==> src/rtl/led_bank_arbiter_pkg.sv <==
// Shared types and constants for the LED bank arbiter.
package led_arb_pkg;

  localparam int LED_W = 8;

  typedef enum logic [1:0] {
    IDLE     = 2'd0,
    OWNED    = 2'd1,
    HANDOVER = 2'd2
  } arb_state_e;

  // Slot counter must hold 0..hold inclusive.
  function automatic int cnt_width(input int hold);
    return $clog2(hold + 1);
  endfunction

endpackage

==> src/rtl/led_bank_arbiter_if.sv <==
// Request/data/grant bundle between the display producers and the LED bank arbiter.
interface led_bank_arbiter_if #(
  parameter int NREQ = 4
);
  localparam int IW = $clog2(NREQ);

  logic                               tick;
  logic                               freeze;
  logic [NREQ-1:0]                    req;
  logic [led_arb_pkg::LED_W*NREQ-1:0] data;
  logic [NREQ-1:0]                    grant;
  logic [IW-1:0]                      owner;
  logic                               busy;
  logic [led_arb_pkg::LED_W-1:0]      leds;

  modport master (
    output tick, freeze, req, data,
    input  grant, owner, busy, leds
  );

  modport slave (
    input  tick, freeze, req, data,
    output grant, owner, busy, leds
  );

endinterface

==> src/rtl/led_bank_arbiter_rr_pick.sv <==
// Round-robin picker: first requester at or above pointer, wrapping past NREQ-1.
module rr_pick #(
  parameter  int NREQ = 4,
  localparam int IW   = $clog2(NREQ)
) (
  input  logic [NREQ-1:0] req,
  input  logic [IW-1:0]   pointer,
  output logic            found,
  output logic [IW-1:0]   index
);

  always_comb begin : pick
    int j;
    found = 1'b0;
    index = '0;
    j     = 0;
    for (int i = 0; i < NREQ; i++) begin
      j = int'(pointer) + i;
      if (j >= NREQ) j = j - NREQ;
      if (!found && req[j]) begin
        found = 1'b1;
        index = IW'(j);
      end
    end
  end

endmodule

==> src/rtl/led_bank_arbiter.sv <==
// Shares the 8-LED bank between NREQ display requesters with round-robin
// fairness and a minimum hold time measured in tick strobes.
//
// state    | meaning
// ---------+----------------------------------------------------------
// IDLE     | no owner, leds dark
// OWNED    | grant[owner] high, leds follow owner's data one cycle late
// HANDOVER | one dead cycle between owners, rr pointer already advanced
module led_bank_arbiter
  import led_arb_pkg::*;
#(
  parameter int NREQ       = 4,
  parameter int HOLD_TICKS = 4
) (
  input logic               clk,
  input logic               reset_n,
  led_bank_arbiter_if.slave bus
);

  localparam int                IW       = $clog2(NREQ);
  localparam int                CW       = cnt_width(HOLD_TICKS);
  localparam logic [CW-1:0]     HOLD_CNT = CW'(HOLD_TICKS);

  arb_state_e        state_q, state_d;
  logic [CW-1:0]     slot_q, slot_d;
  logic [IW-1:0]     ptr_q, ptr_d;
  logic [IW-1:0]     owner_q, owner_d;
  logic [NREQ-1:0]   grant_q, grant_d;
  logic [LED_W-1:0]  leds_q, leds_d;

  logic              pick_found;
  logic [IW-1:0]     pick_idx;
  logic [NREQ-1:0]   pick_onehot;
  logic [NREQ-1:0]   others;
  logic [IW-1:0]     next_ptr;

  rr_pick #(.NREQ(NREQ)) u_pick (
    .req     (bus.req),
    .pointer (ptr_q),
    .found   (pick_found),
    .index   (pick_idx)
  );

  assign pick_onehot = NREQ'(1) << pick_idx;
  assign next_ptr    = (owner_q == IW'(NREQ - 1)) ? '0 : owner_q + IW'(1);

  always_ff @(posedge clk or negedge reset_n) begin
    if (!reset_n) begin
      state_q <= IDLE;
      slot_q  <= '0;
      ptr_q   <= '0;
      owner_q <= '0;
      grant_q <= '0;
      leds_q  <= '0;
    end else begin
      state_q <= state_d;
      slot_q  <= slot_d;
      ptr_q   <= ptr_d;
      owner_q <= owner_d;
      grant_q <= grant_d;
      leds_q  <= leds_d;
    end
  end

  always_comb begin
    state_d = state_q;
    slot_d  = slot_q;
    ptr_d   = ptr_q;
    owner_d = owner_q;
    grant_d = grant_q;
    leds_d  = leds_q;
    others  = bus.req;
    others[owner_q] = 1'b0;

    case (state_q)
      IDLE: begin
        grant_d = '0;
        leds_d  = '0;
        if (pick_found) begin
          state_d = OWNED;
          grant_d = pick_onehot;
          owner_d = pick_idx;
          slot_d  = '0;
        end
      end

      OWNED: begin
        leds_d = bus.data[int'(owner_q)*LED_W +: LED_W];
        if (bus.tick && !bus.freeze && slot_q != HOLD_CNT)
          slot_d = slot_q + CW'(1);
        // A release coinciding with a preempt takes the same path.
        if (!bus.req[owner_q] ||
            (slot_q == HOLD_CNT && !bus.freeze && (|others))) begin
          state_d = HANDOVER;
          grant_d = '0;
          ptr_d   = next_ptr;
        end
      end

      HANDOVER: begin
        grant_d = '0;
        leds_d  = '0;
        if (pick_found) begin
          state_d = OWNED;
          grant_d = pick_onehot;
          owner_d = pick_idx;
          slot_d  = '0;
        end else begin
          state_d = IDLE;
        end
      end

      default: state_d = IDLE;
    endcase
  end

  assign bus.grant = grant_q;
  assign bus.owner = owner_q;
  assign bus.busy  = (state_q == OWNED);
  assign bus.leds  = leds_q;

endmodule

==> src/flat_wrapper.sv <==
// flat-port wrapper written by rule: the top's interface ports become plain ports
module led_bank_arbiter_flat import led_arb_pkg::*;
#(
  parameter int NREQ       = 4,
  parameter int HOLD_TICKS = 4
)
  (clk, reset_n, bus_tick, bus_freeze, bus_req, bus_data, bus_grant, bus_owner, bus_busy, bus_leds);
  led_bank_arbiter_if #(.NREQ(NREQ)) bus_i ();
  input logic clk;
  input logic reset_n;
  input wire logic [$bits(bus_i.tick)-1:0] bus_tick;
  input wire logic [$bits(bus_i.freeze)-1:0] bus_freeze;
  input wire logic [$bits(bus_i.req)-1:0] bus_req;
  input wire logic [$bits(bus_i.data)-1:0] bus_data;
  output wire logic [$bits(bus_i.grant)-1:0] bus_grant;
  output wire logic [$bits(bus_i.owner)-1:0] bus_owner;
  output wire logic [$bits(bus_i.busy)-1:0] bus_busy;
  output wire logic [$bits(bus_i.leds)-1:0] bus_leds;
  assign bus_i.tick = bus_tick;
  assign bus_i.freeze = bus_freeze;
  assign bus_i.req = bus_req;
  assign bus_i.data = bus_data;
  assign bus_grant = bus_i.grant;
  assign bus_owner = bus_i.owner;
  assign bus_busy = bus_i.busy;
  assign bus_leds = bus_i.leds;
  led_bank_arbiter #(.NREQ(NREQ), .HOLD_TICKS(HOLD_TICKS)) u_core (.clk(clk), .reset_n(reset_n), .bus(bus_i));
endmodule
==> config.mk <==
export PLATFORM = sky130hd
export DESIGN_NAME = led_bank_arbiter_flat
export DESIGN_NICKNAME = d
export VERILOG_FILES = /design/src/rtl/led_bank_arbiter_pkg.sv /design/src/rtl/led_bank_arbiter_if.sv /design/src/rtl/led_bank_arbiter_rr_pick.sv /design/src/rtl/led_bank_arbiter.sv /design/src/flat_wrapper.sv
export SDC_FILE = /design/constraint.sdc
export NUM_CORES = 1
export LEC_CHECK = 0
export CORE_MARGIN = 2
export CORE_UTILIZATION = 47
export CTS_BUF_LIST = sky130_fd_sc_hd__clkbuf_4 sky130_fd_sc_hd__clkbuf_8
export CTS_CLUSTER_DIAMETER = 40
export CTS_CLUSTER_SIZE = 28
export DETAILED_ROUTE_END_ITERATION = 10
export GPL_TIMING_DRIVEN = 0
export HOLD_SLACK_MARGIN = 0.02
export PLACE_DENSITY = 0.95
export SETUP_SLACK_MARGIN = 0.5
export SLEW_MARGIN = 20
export SYNTH_ARGS = -nofsm -noshare
export SYNTH_HDL_FRONTEND = slang
export SYNTH_SLANG_ARGS = --single-unit
==> constraint.sdc <==
create_clock -name clk -period 3.6 [get_ports clk]
set_clock_uncertainty 0.05 [all_clocks]
set_input_delay 0.72 -clock clk [delete_from_list [all_inputs] [get_ports clk]]
set_output_delay 0.72 -clock clk [all_outputs]
set_load 0.02 [all_outputs]
==> run_results.csv, run 1 <==
group,metric,value,unit
status,status,"complete, no violations",
finish,area.growth.synth_to_final,46.7,%
cts,ctsHtreeMaxLevel,1,
synthesis,syn_nets,162,
cts,hold_buffers,0,
floorplan,io_pins,55,
synthesis,seq_area_frac_synth,0.403,
placed_design,placed_area,0.00188,sq mm
detailed_routing,final_antenna_net_count,0,
sta,drv_slew,0,
critical_path,critPathCaptureType,"output pin",
min_path,hp-class,"reg2reg",
finish,instances_no_fill,205,
critical_path,reg2reg_setup_slack,1.19,ns
floorplan,start_util,0.486,
sta,final_hold_viol_count,0,
sta,max_freq,375,MHz
cts,post_cts_resize_count,0,
min_path,holdPathStages,2,
critical_path,critPathMaxFanout,8,
sta,slew_headroom,0.387,
cts,cts-buffers-inserted,3,
sta,setup_tns,0,ns
critical_path,worstPathArrival,1.90,ns
grt,grt_overflow,0,
synthesis,synth.area.top_cells,"dfrtp_1 40%, mux4_2 16%, mux2i_1 6.9%, ha_1 5.8%, nand2_1 3.5%",
critical_path,cp.depth,3,
critical_path,worstRegToRegCells,7,
synthesis,syn_inst,116,
detailed_routing,drt_iter0_drc,15,
critical_path,required,2.83,ns
sta,setup_viol,0,
power_and_ir_drop,p_leak,0.804,nW
finish,drive_gt1_frac,0.109,
floorplan,die-area,0.00321,sq mm
cts,postCtsSetupRepairBufs,0,
cts,ctsLongestPathBuffers,2,
cts,clk_pin_slew,0.11,ns
power_and_ir_drop,pwr_density_cell,725,mW/mm^2
placed_design,place_congestion,0.762,
critical_path,cp-start-kind,"flip-flop",
power_and_ir_drop,peakVddDrop,0.000557,V
sta,rsz0062_at_grt,"false",
synthesis,yosys.area.top_type,"dfrtp_1",
sta,fin_crit_sh,0.741,
synthesis,ys_warn_count,0,
cts,cts_sinks,21,
detailed_routing,post_drt_wl_per_cell,16.1,um
finish,final_area,0.00191,sq mm
cts,cts_tree,"built",
critical_path,crit_type,"reg2out",
synthesis,yosysUniqueCellTypes,30,
floorplan,die_h,56.7,um
detailed_routing,wirelength,3300,um
cts,root_buffer,"clkbuf_4",
sta,tightestPinTransition,0.917,ns
floorplan,coreArea,0.00269,sq mm
run,maxCapViolations,0,
sta,fin_crit,2.67,ns
grt,grt_max_degree,22,
synthesis,netlist_area,0.00131,sq mm
placed_design,dp.cells,201,
critical_path,cp_top_family,"buffers and inverters",
critical_path,slowest_delay,0.67,ns
detailed_routing,via_count,1154,
placed_design,hpwl,2540,um
synthesis,yosys_register_bits,21,
floorplan,die_w,56.7,um
detailed_routing,drc_errors,0,
critical_path,crit_chain,"clkbuf_1, nor2b_1, clkdlybuf4s50_1",
finish,fin_nets,221,
placed_design,port_buffers,54,
grt,antenna_found_initial,0,
synthesis,synth_top_area_share,0.403,
floorplan,num_rows,19,
grt,grt_pass1_wl,5430,um
finish,fill_cells,198,
cts,clock_latency,0.29,ns
detailed_routing,avgViaCountPerCell,5.63,
critical_path,crit_slowest_cell,"clkdlybuf4s50_1",
grt,grt_usage,0.215,
critical_path,path_buf_inv,2,
grt,grt_pass1_vias,1209,
detailed_routing,first_pass_iters,4,
finish,antenna_cells,0,
synthesis,synth_area_per_cell,11.3,sq um
-- synthesized netlist by cell type (all sizes together) --
library cell,count
o21ai,3
dfrtp,21
a21oi,3
clkinv,1
o221ai,1
o211ai,1
nand4b,1
nor2b,6
a211o,1
mux2i,9
clkbuf,3
ha,6
nand2,12
and3,1
o22ai,1
nand3,5
o22a,1
inv,6
o221a,1
buf,2
a21o,1
nand2b,2
and3b,1
mux2,2
o41ai,2
o32ai,4
nor2,9
mux4,9
o21a,1
-- worst register-to-register path, stage by stage (launching register included) --
cell	delay [ns]
dfrtp_1	0.44
clkbuf_1	0.48
inv_1	0.16
ha_1	0.22
nor2b_1	0.15
o41ai_2	0.12
a211o_1	0.37
mux2_4	0.32
-- final timing paths --
path,startpoint,to
worst max-delay path,u_core.state_q[0],bus_busy
worst min-delay path,u_core.bus.leds[7],u_core.bus.leds[7]
worst max register to register,u_core.bus.owner[1],u_core.ptr_q[0]
worst min register to register,u_core.bus.leds[7],u_core.bus.leds[7]
max in group asynchronous,reset_n,u_core.slot_q[2]
min in group asynchronous,reset_n,u_core.ptr_q[1]
-- state kept, by name, indices dropped and copies added, names as in the netlist --
name	flops
u_core.bus.grant	4
u_core.state_q	2
u_core.ptr_q	2
u_core.slot_q	3
u_core.bus.leds	8
u_core.bus.owner	2
-- cell families (layout without fill, tap and decap cells) --
kind of cell | Yosys count | after routing | share of synthesized area
AO/OA/AOI/OAI | 20 | 20 | 0.120
AND/OR/NAND/NOR | 37 | 37 | 0.136
buffers and inverters | 12 | 70 | 0.0364
flip-flops | 21 | 21 | 0.403
adder cells (fa/ha/maj) | 6 | 6 | 0.0575
multiplexers | 20 | 20 | 0.247
-- placed cells by master (no fill, tap or decap), drive strengths merged, types with 2 or more instances in the layout --
cell           synthesis  final
clkdlybuf4s50          0     54
dfrtp                 21     21
nand2                 12     12
mux2i                  9      9
mux4                   9      9
nor2                   9      9
clkbuf                 3      7
inv                    6      6
nor2b                  6      6
ha                     6      6
nand3                  5      5
o32ai                  4      4
a21oi                  3      3
o21ai                  3      3
buf                    2      2
nand2b                 2      2
mux2                   2      2
o41ai                  2      2
-- metal layers --
metal,up-vias,global-route usage,share of wire
met2,48,0.399,0.52
met4,0,0.0442,0
li1,546,-,-
met5,-,0,0
met3,0,0.0461,0.078
met1,560,0.253,0.40
-- power breakdown --
group,internal [W],switching [W]
Combinational,0.000425,0.000422
Clock,0.0000506,0.0000673
Sequential,0.000336,0.0000869
Total,0.000811,0.000576
-- through the flow --
stage / hold slack [ns] / power (W) / setup WS [ns] / utilization
final: 0.490 / 0.00139 / 0.934 / 0.713
after detailed placement: 0.466 / 0.00127 / 0.963 / 0.701
after global placement: 0.457 / 0.00123 / 1.01 / 0.701
after global routing: 0.516 / 0.00149 / 0.843 / 0.713
after floorplan: 0.374 / 0.000962 / 1.42 / -
after CTS: 0.492 / 0.00140 / 0.940 / 0.713
-- area by class of cell --
| class | instances | area [sq um] | area share |
|---|---|---|---|
| tap | 31 | 38.8 | 0.0203 |
| sequential | 21 | 526 | 0.275 |
| inverter | 7 | 26.3 | 0.0137 |
| multi-input combinational | 83 | 732 | 0.382 |
| buffer | 5 | 21.3 | 0.0111 |
| clock buffer | 4 | 30.0 | 0.0157 |
| timing repair buffer | 54 | 541 | 0.282 |
(Power assumes the default switching activity.)
==> run 2: changes to the inputs <==
--- a/config.mk
+++ b/config.mk
@@ -6,14 +6,14 @@
 export NUM_CORES = 1
 export LEC_CHECK = 0
 export CORE_MARGIN = 2
-export CORE_UTILIZATION = 47
+export CORE_UTILIZATION = 44
 export CTS_BUF_LIST = sky130_fd_sc_hd__clkbuf_4 sky130_fd_sc_hd__clkbuf_8
 export CTS_CLUSTER_DIAMETER = 40
 export CTS_CLUSTER_SIZE = 28
 export DETAILED_ROUTE_END_ITERATION = 10
 export GPL_TIMING_DRIVEN = 0
 export HOLD_SLACK_MARGIN = 0.02
-export PLACE_DENSITY = 0.95
+export PLACE_DENSITY = 0.91
 export SETUP_SLACK_MARGIN = 0.5
 export SLEW_MARGIN = 20
 export SYNTH_ARGS = -nofsm -noshare
==> constraint.sdc (replaced) <==
create_clock -name clk -period 2.6 [get_ports clk]
set_clock_uncertainty 0.05 [all_clocks]
set_input_delay 0.52 -clock clk [delete_from_list [all_inputs] [get_ports clk]]
set_output_delay 0.52 -clock clk [all_outputs]
set_load 0.02 [all_outputs]
==> run 2 against run 1 <==
Cell count is 3.4% higher. First-iteration DRC count is 27% higher. Hold slack worse by 0.0021 ns. Routed wire length is 5.4% higher. Die area is 6.3% higher. Core utilization is 0.98 points higher. Sequential power is 38% higher. Sequential share of layout area is 1.2 points lower. Clock power is 45% higher. Critical path depth is 1 higher. Via count is 3.6% higher.
==> run_results.csv, run 2 (synthesis gave the netlist of run 1 again) <==
group,metric,value,unit
finish,final_common_cell,"clkdlybuf4s50_1",
floorplan,die_h,58.5,um
floorplan,io_pins,55,
floorplan,start_util,0.469,
sta,fin_crit,2.09,ns
cts,cts_tree,"built",
detailed_routing,final_antenna_net_count,0,
placed_design,dp_slack,0.171,ns
finish,fill_cells,212,
detailed_routing,post_drt_wl_per_cell,16.4,um
power_and_ir_drop,pwr_density_cell,1030,mW/mm^2
critical_path,required,2.76,ns
critical_path,reg2reg_setup_slack,0.61,ns
sta,slew_headroom,0.403,
finish,drive_gt1_frac,0.182,
min_path,holdPathStages,2,
cts,hold_buffers,0,
min_path,hold-path-endpoint,"u_core.bus.leds[4]",
detailed_routing,drt_iter0_drc,19,
sta,fin_crit_sh,0.804,
cts,clk_pin_slew,0.12,ns
critical_path,cp_top_family,"multiplexers",
grt,grt_max_degree,22,
cts,root_buffer,"clkbuf_4",
critical_path,critPathMaxFanout,6,
detailed_routing,wirelength,3480,um
run,maxCapViolations,0,
floorplan,coreArea,0.00278,sq mm
finish,area.growth.synth_to_final,54.0,%
floorplan,die_w,58.5,um
critical_path,crit_slowest_cell,"mux4_2",
sta,max_freq,479,MHz
critical_path,worstRegToRegCells,5,
grt,grt_pass1_vias,1311,
critical_path,path_buf_inv,1,
sta,final_hold_viol_count,0,
power_and_ir_drop,peakVddDrop,0.000765,V
placed_design,place_congestion,0.792,
critical_path,crit_type,"in2reg",
power_and_ir_drop,total_power,0.00208,W
cts,ctsHtreeMaxLevel,1,
critical_path,worstPathArrival,2.25,ns
placed_design,port_buffers,54,
sta,setup_ws,0.510,ns
grt,antenna_found_initial,0,
critical_path,r2r_end,"u_core.ptr_q[1]",
sta,drv_slew,0,
critical_path,reg2reg_from,"u_core.bus.owner[0]",
detailed_routing,avgViaCountPerCell,5.64,
grt,grt_overflow,0,
grt,grt_pass1_wl,5560,um
placed_design,hpwl,2670,um
finish,regArea,528,sq um
min_path,hp-class,"reg2reg",
cts,ctsLongestPathBuffers,2,
cts,cts-buffers-inserted,3,
min_path,hold_start,"u_core.bus.leds[4]",
critical_path,crit_chain,"clkdlybuf4s50_1, mux4_2, a211o_1, mux2_4",
detailed_routing,first_pass_iters,4,
finish,largest_reg_flops,8,
detailed_routing,via_count,1196,
sta,tightestPinTransition,0.893,ns
critical_path,cp-start-kind,"input pin",
detailed_routing,drc_errors,0,
critical_path,critPathCaptureType,"flip-flop",
sta,setup_tns,0,ns
grt,grt_usage,0.212,
cts,clock_latency,0.31,ns
status,status,"complete, no violations",
finish,final_cell_mix,"50 x clkdlybuf4s50_1, 19 x dfrtp_1, 12 x nand2_1",
power_and_ir_drop,p_leak,0.867,nW
finish,antenna_cells,0,
sta,setup_viol,0,
floorplan,num_rows,19,
floorplan,die-area,0.00342,sq mm
critical_path,slowest_delay,0.56,ns
sta,rsz0062_at_grt,"true",
finish,fin_nets,228,
cts,cts_sinks,21,
finish,multi_input_area,746,sq um
## run 2: layout make-up
| cell class | count | area share |
|---|---|---|
| plain buffers | 5 | 0.0181 |
| repair buffers | 61 | 0.301 |
| clock buffers | 4 | 0.0149 |
| inverters | 7 | 0.0131 |
| well taps | 31 | 0.0193 |
| flip-flops and latches | 21 | 0.263 |
| multi-input cells | 83 | 0.371 |
## run 2: how the worst max path moves through the flow
stage / slack, ns / startpoint / endpoint / depth (start not counted)
after floorplan: 0.54 / u_core.bus.owner[1] / u_core.ptr_q[0] / 7
after global placement: 0.22 / bus_req[3] / u_core.ptr_q[1] / 4
after detailed placement: 0.17 / bus_req[3] / u_core.ptr_q[0] / 4
after CTS: 0.50 / bus_req[1] / u_core.ptr_q[1] / 4
after global routing: 0.49 / u_core.state_q[0] / bus_busy / 3
final: 0.51 / bus_req[2] / u_core.ptr_q[1] / 4
## run 2: tightest hold or removal path, stage by stage, from the launching register on
cell and delay, ns:
dfrtp_1 0.36, mux2i_1 0.07, nor2_1 0.08
## run 2: power breakdown
| part | internal [W] | switching, W | total, W |
|---|---|---|---|
| registers | 0.000469 | 0.000116 | 0.000584 |
| clock network | 0.0000703 | 0.000100 | 0.000171 |
| logic | 0.000691 | 0.000630 | 0.00132 |
## run 2: repair_timing
item	4_1_cts	5_1_grt
gates resized for setup	7	6
setup endpoints to repair	4	5
buffers inserted	2	5
pin swaps	2	2
## run 2: through the flow
step	utilization	hold slack [ns]	instance area, sq um	cells
after floorplan	-	0.174	1310	116
after global placement	0.679	0.458	1890	201
after detailed placement	0.679	0.464	1890	201
after CTS	0.698	0.493	1940	207
after global routing	0.722	0.523	2010	212
final	0.722	0.488	2010	212
## run 2: routing by layer
layer	global-route usage	wire length (um)
met5	0	0
met4	0.0664	23
met3	0.0462	218
met2	0.398	1820
met1	0.237	1420
==> run 3: changes to the inputs <==
==> constraint.sdc (replaced) <==
create_clock -name clk -period 1.96 [get_ports clk]
set_clock_uncertainty 0.05 [all_clocks]
set_input_delay 0.392 -clock clk [delete_from_list [all_inputs] [get_ports clk]]
set_output_delay 0.392 -clock clk [all_outputs]
set_load 0.02 [all_outputs]
==> run 3 against run 2 <==
Sequential power grew 35%. Combinational power grew 45%. Design area grew 2.7%. Via count grew 3.6%. Worst setup slack lost 0.50 ns.
==> run_results.csv, run 3 (synthesis gave the netlist of run 1 again) <==
group,metric,value,unit
power_and_ir_drop,total_power,0.00293,W
placed_design,dp.cells,201,
cts,ctsHtreeMaxLevel,1,
placed_design,hpwl,2710,um
cts,clock_latency,0.31,ns
placed_design,dp_slack,-0.349,ns
power_and_ir_drop,p_leak,0.915,nW
run,maxCapViolations,0,
finish,instances_no_fill,215,
grt,grt_max_degree,22,
finish,fin_nets,231,
cts,hold_buffers,0,
detailed_routing,drt_iter0_drc,36,
cts,cts_sinks,21,
sta,setup_ws,0.00634,ns
sta,max_freq,512,MHz
finish,largest_reg_flops,8,
finish,drive_gt1_frac,0.315,
placed_design,port_buffers,54,
floorplan,io_pins,55,
sta,fin_crit_sh,0.997,
power_and_ir_drop,pwr_density_cell,1420,mW/mm^2
grt,grt_overflow,0,
finish,antenna_cells,0,
critical_path,cp-start-kind,"flip-flop",
detailed_routing,first_pass_iters,4,
floorplan,start_util,0.469,
critical_path,critPathMaxFanout,3,
floorplan,coreArea,0.00278,sq mm
floorplan,num_rows,19,
detailed_routing,final_antenna_net_count,0,
cts,cts_tree,"built",
finish,final_cell_mix,"35 x clkdlybuf4s50_1, 19 x dfrtp_1, 12 x nand2_1",
floorplan,die-area,0.00342,sq mm
sta,slew_headroom,0.391,
detailed_routing,avgViaCountPerCell,5.76,
grt,grt_pass1_vias,1283,
floorplan,die_h,58.5,um
floorplan,die_w,58.5,um
grt,antenna_found_initial,0,
sta,tightestPinTransition,0.912,ns
critical_path,required,2.11,ns
finish,multi_input_area,790,sq um
critical_path,worstPathArrival,2.11,ns
placed_design,place_congestion,0.816,
grt,grt_usage,0.236,
detailed_routing,post_drt_wl_per_cell,17.8,um
critical_path,cp-startpoint,"u_core.bus.owner[1]",
detailed_routing,via_count,1239,
critical_path,crit_type,"reg2reg",
finish,area.growth.synth_to_final,58.1,%
finish,final_util,0.742,
grt,grt_pass1_wl,6000,um
cts,clk_pin_slew,0.11,ns
min_path,hp-class,"in2async",
cts,root_buffer,"clkbuf_4",
sta,drv_slew,0,
finish,final_common_cell,"clkdlybuf4s50_1",
sta,fin_crit,1.95,ns
detailed_routing,drc_errors,0,
sta,final_hold_viol_count,0,
sta,rsz0062_at_grt,"true",
status,status,"complete, no violations",
finish,regArea,528,sq um
finish,fill_cells,197,
detailed_routing,wirelength,3830,um
sta,setup_viol,0,
critical_path,critPathCaptureType,"flip-flop",
critical_path,reg2reg_from,"u_core.bus.owner[1]",
power_and_ir_drop,peakVddDrop,0.00102,V
cts,ctsLongestPathBuffers,2,
cts,cts-buffers-inserted,3,
-- run 3: cell types whose count changed in the layout (fill, tap and decap cells not counted), moves of 2 or more --
cell,previous run,this run
o41ai_2,2,0
inv_1,6,4
buf_4,6,10
clkdlybuf4s50_1,50,35
ha_1,6,3
ha_4,0,2
nor2b_1,5,2
clkbuf_2,1,11
nor2b_2,1,3
-- run 3: stage by stage --
step	instance area [sq um]	hold WS [ns]	setup TNS (ns)
final	2060	0.145	0
after global routing	2060	0.212	-0.0339
after CTS	2050	0.499	0
after detailed placement	1920	0.472	-2.78
after global placement	1920	0.459	-1.71
after floorplan	1340	0.0464	0
-- run 3: timing repair --
action,in CTS,in global routing
resized for setup,54,27
setup buffers,6,4
endpoints found under the setup margin,35,37
pin swaps,2,2
-- run 3: worst paths after layout --
kind                                  endpoint  depth (start not counted)  slack [ns]
setup / recovery               u_core.ptr_q[0]                          7       0.006
hold / removal              u_core.bus.leds[2]                          1        0.15
setup reg to reg               u_core.ptr_q[0]                          7       0.006
hold reg to reg             u_core.bus.leds[0]                          2        0.49
max in group asynchronous  u_core.bus.owner[1]                          1        1.10
min in group clk            u_core.bus.leds[0]                          2        0.49
-- run 3: area by class of cell --
class | count | share of cell area
plain buffers | 5 | 0.0315
inverters | 7 | 0.0188
flip-flops and latches | 21 | 0.256
repair buffers | 64 | 0.278
clock buffers | 4 | 0.0146
well taps | 31 | 0.0188
multi-input cells | 83 | 0.383
-- run 3: where the power goes --
group          switching, W  internal, W
logic              0.000942     0.000976
clock network      0.000128    0.0000934
registers          0.000165     0.000623
total               0.00124      0.00169
-- run 3: routing by layer --
| layer | wire length, um | up-vias | share of wire | track usage |
|---|---|---|---|---|
| met5 | 0 | - | 0 | 0 |
| met4 | 59 | 0 | 0.015 | 0.0864 |
| met3 | 358 | 7 | 0.094 | 0.0462 |
| met2 | 1910 | 76 | 0.50 | 0.414 |
| met1 | 1500 | 591 | 0.39 | 0.286 |
| li1 | - | 565 | - | - |
-- run 3: worst max-delay path, stage by stage (launching register included) --
cell and delay, ns:
dfrtp_2 0.45, clkbuf_16 0.16, inv_8 0.05, ha_4 0.12, nor2b_2 0.05, o41ai_4 0.39
a211o_1 0.26, mux2_4 0.32
